--- src/rtl/button_conditioner.sv ---
// Conditions raw board buttons: 2-flop synchronizer, per-button debounce FSM,
// left/right arbitration and a cooldown-limited single-cycle fire strobe.
module button_conditioner #(
    parameter int DB_CYCLES       = 1_000_000,
    parameter int DB_W            = 20,
    parameter int COOLDOWN_CYCLES = 25_000_000,
    parameter int CD_W            = 25
) (
    input  logic clk,
    input  logic rst_n,
    input  logic btn_left,
    input  logic btn_right,
    input  logic btn_fire,
    output logic left,
    output logic right,
    output logic fire_pulse,
    output logic fire_ready
);

    localparam logic [DB_W-1:0] DB_LAST = DB_W'(DB_CYCLES - 1);
    localparam logic [CD_W-1:0] CD_LOAD = CD_W'(COOLDOWN_CYCLES);

    logic [2:0] btn_raw;
    logic [2:0] db;
    logic       db_left;
    logic       db_right;
    logic       db_fire;
    logic       db_fire_p1;
    logic       fire_rise;
    logic [CD_W-1:0] cooldown;

    assign btn_raw = {btn_fire, btn_right, btn_left};

    for (genvar i = 0; i < 3; i++) begin : g_db
        typedef enum logic [1:0] {IDLE, ARM, PRESSED, RELEASE} db_state_t;

        db_state_t       state;
        db_state_t       state_nxt;
        logic [DB_W-1:0] cnt;
        logic [DB_W-1:0] cnt_nxt;
        logic            sync_p0;
        logic            sync_p1;

        always_ff @(posedge clk or negedge rst_n) begin
            if (!rst_n) begin
                sync_p0 <= 1'b0;
                sync_p1 <= 1'b0;
                state   <= IDLE;
                cnt     <= '0;
            end else begin
                sync_p0 <= btn_raw[i];
                sync_p1 <= sync_p0;
                state   <= state_nxt;
                cnt     <= cnt_nxt;
            end
        end

        // Any disagreement with the candidate level restarts qualification.
        always_comb begin
            state_nxt = state;
            cnt_nxt   = cnt;
            unique case (state)
                IDLE: begin
                    if (sync_p1) begin
                        state_nxt = ARM;
                        cnt_nxt   = DB_W'(1);
                    end else begin
                        cnt_nxt = '0;
                    end
                end
                ARM: begin
                    if (!sync_p1) begin
                        state_nxt = IDLE;
                        cnt_nxt   = '0;
                    end else if (cnt >= DB_LAST) begin
                        state_nxt = PRESSED;
                        cnt_nxt   = '0;
                    end else begin
                        cnt_nxt = cnt + DB_W'(1);
                    end
                end
                PRESSED: begin
                    if (!sync_p1) begin
                        state_nxt = RELEASE;
                        cnt_nxt   = DB_W'(1);
                    end
                end
                RELEASE: begin
                    if (sync_p1) begin
                        state_nxt = PRESSED;
                        cnt_nxt   = '0;
                    end else if (cnt >= DB_LAST) begin
                        state_nxt = IDLE;
                        cnt_nxt   = '0;
                    end else begin
                        cnt_nxt = cnt + DB_W'(1);
                    end
                end
                default: begin
                    state_nxt = IDLE;
                    cnt_nxt   = '0;
                end
            endcase
        end

        assign db[i] = (state == PRESSED) || (state == RELEASE);
    end

    assign db_left   = db[0];
    assign db_right  = db[1];
    assign db_fire   = db[2];
    assign fire_rise = db_fire & ~db_fire_p1;

    // Output stage: arbitration and fire rate limiting share one register edge.
    always_ff @(posedge clk or negedge rst_n) begin
        if (!rst_n) begin
            left       <= 1'b0;
            right      <= 1'b0;
            db_fire_p1 <= 1'b0;
            fire_pulse <= 1'b0;
            cooldown   <= '0;
            fire_ready <= 1'b1;
        end else begin
            left       <= db_left & ~db_right;
            right      <= db_right & ~db_left;
            db_fire_p1 <= db_fire;
            if (fire_rise && (cooldown == '0)) begin
                fire_pulse <= 1'b1;
                cooldown   <= CD_LOAD;
                fire_ready <= 1'b0;
            end else begin
                fire_pulse <= 1'b0;
                if (cooldown != '0) begin
                    cooldown   <= cooldown - CD_W'(1);
                    fire_ready <= (cooldown == CD_W'(1));
                end else begin
                    fire_ready <= 1'b1;
                end
            end
        end
    end

endmodule

--- config.mk ---
export PLATFORM = sky130hd
export DESIGN_NAME = button_conditioner
export DESIGN_NICKNAME = d
export VERILOG_FILES = /design/src/rtl/button_conditioner.sv
export SDC_FILE = /design/constraint.sdc
export NUM_CORES = 1
export LEC_CHECK = 0
export BUFFER_PORTS_ARGS = -buffer_cell sky130_fd_sc_hd__buf_2
export CAP_MARGIN = 10
export CORE_ASPECT_RATIO = 0.6
export CORE_MARGIN = 10
export CORE_UTILIZATION = 46
export CTS_CLUSTER_DIAMETER = 60
export DETAILED_ROUTE_END_ITERATION = 8
export PLACE_DENSITY = 0.73
export RECOVER_POWER = 50
export SYNTH_ARGS = -nofsm -noshare
export SYNTH_HDL_FRONTEND = slang
export SYNTH_SLANG_ARGS = --single-unit
--- constraint.sdc ---
create_clock -name clk -period 2.7 [get_ports clk]
set_input_delay 0.54 -clock clk [delete_from_list [all_inputs] [get_ports clk]]
set_output_delay 0.54 -clock clk [all_outputs]
set_load 0.05 [all_outputs]
Yosys cells after proc, flatten, opt, wreduce, memory -nomap -nowiden
Cells that the tools add are included.
Word-level totals
  bits in registers: 102
  latch bits: 0
  bits in writable memories: 0
  bits in read-only memories: 0
  input port bits: 5
  output and inout port bits: 4
  word-level logic and storage cells: 110
  memories kept: 0
Cells by class
  add/subtract/negate cells: 4
  multipliers: 0
  div/mod/pow operators: 0
  magnitude comparators: 3
  equality and inequality tests: 22
  shifts and indexed selects: 0
  muxes and demuxes: 44
  bitwise operators: 6
  reduce and logical (&&, ||, !) cells: 13
Operator list (count)
  two-way mux 20 bit: 12
  case mux 20 bit (4 select lines): 3
  adder 20 x 1 -> 20 bit (second input constant): 3
  greater-or-equal comparator 20 bit (second input constant): 3
  two-way mux 25 bit: 2
  two-way mux 2 bit: 18
  == test 25 x 1 -> 1 bit (second input constant): 1
  logical NOT 25 bit: 1
  nonzero test 25 bit: 1
  subtractor 25 x 1 -> 25 bit (second input constant): 1
  case mux 2 bit (4 select lines): 3
  inequality test 3 bit (second input constant): 6
  == test 2 bit (second input constant): 6
  inequality test 2 bit (second input constant): 6
  AND reduction 4 bit: 3
  == test 2 x 1 -> 1 bit (second input constant): 3
  logical NOT 2 bit: 3
  two-way mux 1 bit: 6
  AND 1 bit: 3
  logical OR 1 bit: 3
  inverter 1 bit: 3
  nonzero test 2 bit: 1
  logical AND 1 bit: 1

Depth between registers and ports, before layout
  word-level depth: 5
  mapped depth: 10
  gate-level depth less buffers: 7

Worst setup path before layout
No wires, ideal clock.
  kind: reg-to-reg
  start point: reg g_db[2].cnt[0]
  end point: reg g_db[2].cnt[15]
  library setup time: 0.082 ns
  data arrival time: 2.065 ns
  required time: 2.618 ns
  path slack: 0.553 ns
  stages on the path, launching flop included: 11
  buffers on the path: 3
  period minus slack after synthesis: 2.147 ns
  path through: dfrtp_1 > ha_1 > and3_1 > clkbuf_1 > a31o_1 > a211o_1 > a21oi_2 > buf_6 > buf_6 > nand2_1 > a31oi_1
Between the ends
  word-level cells in the longest chain between the ends: 4
  elaborated cells between the ends (all ways): 6
  classes of those cells: 1 x add/sub; 1 x order compare; 4 x mux
Ends and longest elaborated chain
  from (decl): line 39  | logic [DB_W-1:0] cnt;
  from (signal assigned): line 54  | cnt <= cnt_nxt;
  adder 20 x 1 -> 20 bit / greater-or-equal comparator 20 bit (equally long branches)
  two-way mux 20 bit (*): line 75, 92
  two-way mux 20 bit (on tied branches): line 89, 72
  case mux 20 bit (4 select lines) (*): line 62  | unique case (state)
Mark *: on every way between the ends. The rest lies on a longest branch, timed or not.
A chain may end at the register's enable or synchronous reset.

Final worst setup path
  start point: reg cooldown[0]
  end point: reg cooldown[21]
Between the ends
  word-level cells in the longest chain between the ends: 3
  elaborated cells between the ends (all ways): 7
  classes of those cells: 1 x add/sub; 2 x mux; 4 x reduce/logical
Ends and longest elaborated chain
  from (decl): line 30  | logic [CD_W-1:0] cooldown;
  from (signal assigned): line 134  | cooldown <= cooldown - CD_W'(1);
  subtractor 25 x 1 -> 25 bit / logical NOT 25 bit (equally long branches): line 134, 127
  two-way mux 25 bit / logical AND 1 bit (equally long branches): line 133, 127
  two-way mux 25 bit / nonzero test 2 bit (equally long branches)
Parallel ways exist; a longest one is shown, timed or not. The select of a mux whose other input is x is not followed.

==> flow_metrics.tcl <==
set metrics [dict create \
    synth_adder_area_share_pct 1.192 \
    p_seq_share_pct 47.4 \
    gp_congestion 0.8137 \
    netlist_area_um2 5250 \
    synth_edf_count 0 \
    synth.largest_area_cell "dfrtp_1" \
    worst_slew_pin_slew_ps 1976 \
    yosysSeqAreaShare_pct 48.64 \
    die_w_um 157.9 \
    cp_data_required_time_ps 2940 \
    comb_power_share_pct 3.8 \
    ir_worst_vdd_mv 0.3177 \
    insertion_delay_ps 340 \
    nNetsFinal 580 \
    relSlewSlack_pct -31.74 \
    h-tree-depth 3 \
    grt_pass1_wl_um 20180 \
    swShare_pct 20.32 \
    synth.distinct_cells 65 \
    worstPathArrival_ps 2760 \
    min-delay-start "btn_fire" \
    root_buffer "clkbuf_16" \
    synth_cells 566 \
    crit_start "cooldown[0]" \
    post-dp-hpwl_um 7743 \
    drt_pass1_iterations 5 \
    slew_viol_final 39 \
    syn_nets 576 \
    worstPathMaxFanout 11 \
    synth_area_per_cell_um2 9.276 \
    clockBufferDepth 2 \
    ys.flop_type "dfrtp_1" \
    p_per_area_nw_per_um2 569.0 \
    boundaryPins 9 \
    reg2reg_from "cooldown[0]" \
    cts_hold_buf 0 \
    finalSetupViolations 0 \
    yosys.area_share.simple_pct 25.19 \
    async_reset_ff_share_pct 100.0 \
    io_buffer_count 8 \
    synth_xor_area_share_pct 3.170 \
    ys.warnings.count 0 \
    numClockSinks 102 \
    fin_util_pct 51.83 \
    ctsResizeCount 0 \
    min_period_ps 2526 \
    synth_compound_area_share_pct 16.87 \
    status "complete, but fails checks" \
    fp.dieArea_um2 16230 \
    gr-total-overflow 0 \
    antenna_found_initial 0 \
    pre_cts_slack_ps 210.6 \
    postRouteAntennaNets 0 \
    tritoncts "built" \
    p_leak_nw 2.683 \
    wirelength_um 11200 \
    drtIter0Drc 403 \
    grt_pass1_vias 4223 \
    die_h_um 102.8 \
    synth.area.mux_share_pct 2.407 \
    clkTransAtPathRegs_ps 70 \
    rsz0062_at_grt "false" \
    diodes 0 \
    viasPerCell 5.965 \
    startpoint_type "flop" \
    maxCapViolations 1 \
    fin_crit_sh_pct 93.54 \
    hold_viol 0 \
    cts_made_buffers 9 \
    finClkSkew_ps 6.850 \
    worst-setup-path-type "flop to flop" \
    vias 4289 \
    drc 0 \
    wl_per_cell_um 15.58 \
    switchingPower_mw 0.6726 \
    area_delta_synth_final_pct 10.80 \
    grtUsageTotal_pct 15.00 \
    setup_slack_ps 174.4 \
    grt_max_degree 66 \
    synth-seq-cells 102 \
    synth_top_family_by_area "simple AND/OR/NAND/NOR gates" \
    hold_class "input port to flop" \
    core_area_um2 11220 \
    timing.setup.tns_ps 0 \
    num_rows 30 \
    yosysTopAreaCellShare_pct 48.14 \
    start_util_pct 46.78 \
    p_int_mw 2.637 \
    synth.area.top_cells "dfrtp_1, nand2_1, nor2_1, nand3_1, o21ai_0" \
    layout-drive-gt1-share_pct 8.870 \
    clkPwrFrac_pct 48.8 \
    cts_setup_buffers 0 \
    end_kind "flop" \
    fmax_mhz 395.9 \
    violations "capacitance limit, slew limit" \
]
## worst paths after layout
path | end | slack [ps] | cells past startpoint
max | cooldown[21] | 170 | 7
min | g_db[2].sync_p0 | 290 | 1
max reg2reg | cooldown[21] | 170 | 7
min reg2reg | g_db[1].sync_p1 | 340 | 0
max in group asynchronous | cooldown[4] | 560 | 2
min in group asynchronous | g_db[1].cnt[9] | 740 | 1
## power by group through the flow
stage	logic (mW)	registers (mW)	clock network (mW)
5_1_grt	0.148	1.57	1.72
3_5_place_dp	0.130	1.60	0
2_1_floorplan	0.0771	1.59	0
6_report	0.126	1.57	1.62
4_1_cts	0.131	1.57	1.65
3_3_place_gp	0.124	1.60	0
## cell families (layout without fill, tap and decap cells)
kind of cell	after synthesis	after routing
and+or+nand+nor	260	260
muxes	12	12
buffers and inverters	28	37
xor gates and xnor gates	19	19
adders and majority gates	5	5
AOI/OAI and AO/OA	140	140
DFF	102	102
## worst max-delay path, stage by stage, from the launching register on
cell and delay, ps:
dfrtp_1 440, inv_1 100, ha_1 260, nand3_1 240
or4_1 810, nor2_2 310, a211oi_2 80, a21o_1 180
## state kept, by name, summed over array words and instances, names as in the netlist, named ones only
name          cells
g_db.cnt         60
cooldown         25
g_db.state        3
g_db.sync_p0      3
g_db.sync_p1      3
db_fire_p1        1
fire_pulse        1
fire_ready        1
left              1
right             1
## through the flow
stage	instance area, µm²	instances	hold slack, ps	power [mW]
2_1_floorplan	5250	566	244.4	1.668
3_3_place_gp	5448	703	331.6	1.719
3_5_place_dp	5448	703	334.7	1.726
4_1_cts	5829	719	172.8	3.344
5_1_grt	5817	719	287.0	3.439
6_report	5817	719	294.7	3.310
## cell usage after synthesis, drive strengths merged (7+ instances only)
library cell and count:
dfrtp 101, nand2 72, nor2 55, o21ai 38
nand3 33, a21oi 31, a31oi 25, nor3 23
clkbuf 18, and3 16, xor2 12, nand4 11
o31ai 9, nand2b 8, mux2i 7, nor4 7
xnor2 7
## per-layer routing
layer | vias up | share of wire (%) | global-route usage, %
met2 | 97 | 45 | 23.17
met3 | 16 | 4.3 | 3.458
met1 | 2105 | 50 | 20.45
li1 | 2071 | - | -
met5 | - | 0 | 0
met4 | 0 | 1.4 | 4.864
## layout by cell type, fill, tap and decap left out, drive strengths merged, types with 4 or more instances in the layout
cell type,Yosys,final
nor4,7,7
xnor2,7,7
bufinv,0,4
o31ai,9,9
a211o,4,4
dfrtp,101,101
buf,6,16
a31oi,25,25
and4,5,5
a41oi,5,5
a21o,5,5
a22o,5,5
clkbuf,18,12
xor2,12,12
or2,6,6
nand4,11,11
nand2b,8,8
and2,5,5
inv,4,4
ha,5,5
and3,16,16
mux2,5,5
nor3,23,23
nor2,55,55
mux2i,7,7
o21ai,38,38
nand3,33,33
or3,6,6
nand2,72,72
a21oi,31,31
## final cells by class
type | count | area [µm²]
inverters | 4 | 15.01
flip-flops and latches | 102 | 2554
well taps | 144 | 180.2
fillers | 989 | 5406
clock inverters | 5 | 128.9
repair buffers | 17 | 122.6
multi-input cells | 436 | 2564
clock buffers | 11 | 252.7
Note: power is estimated with default switching activity, not from simulation.
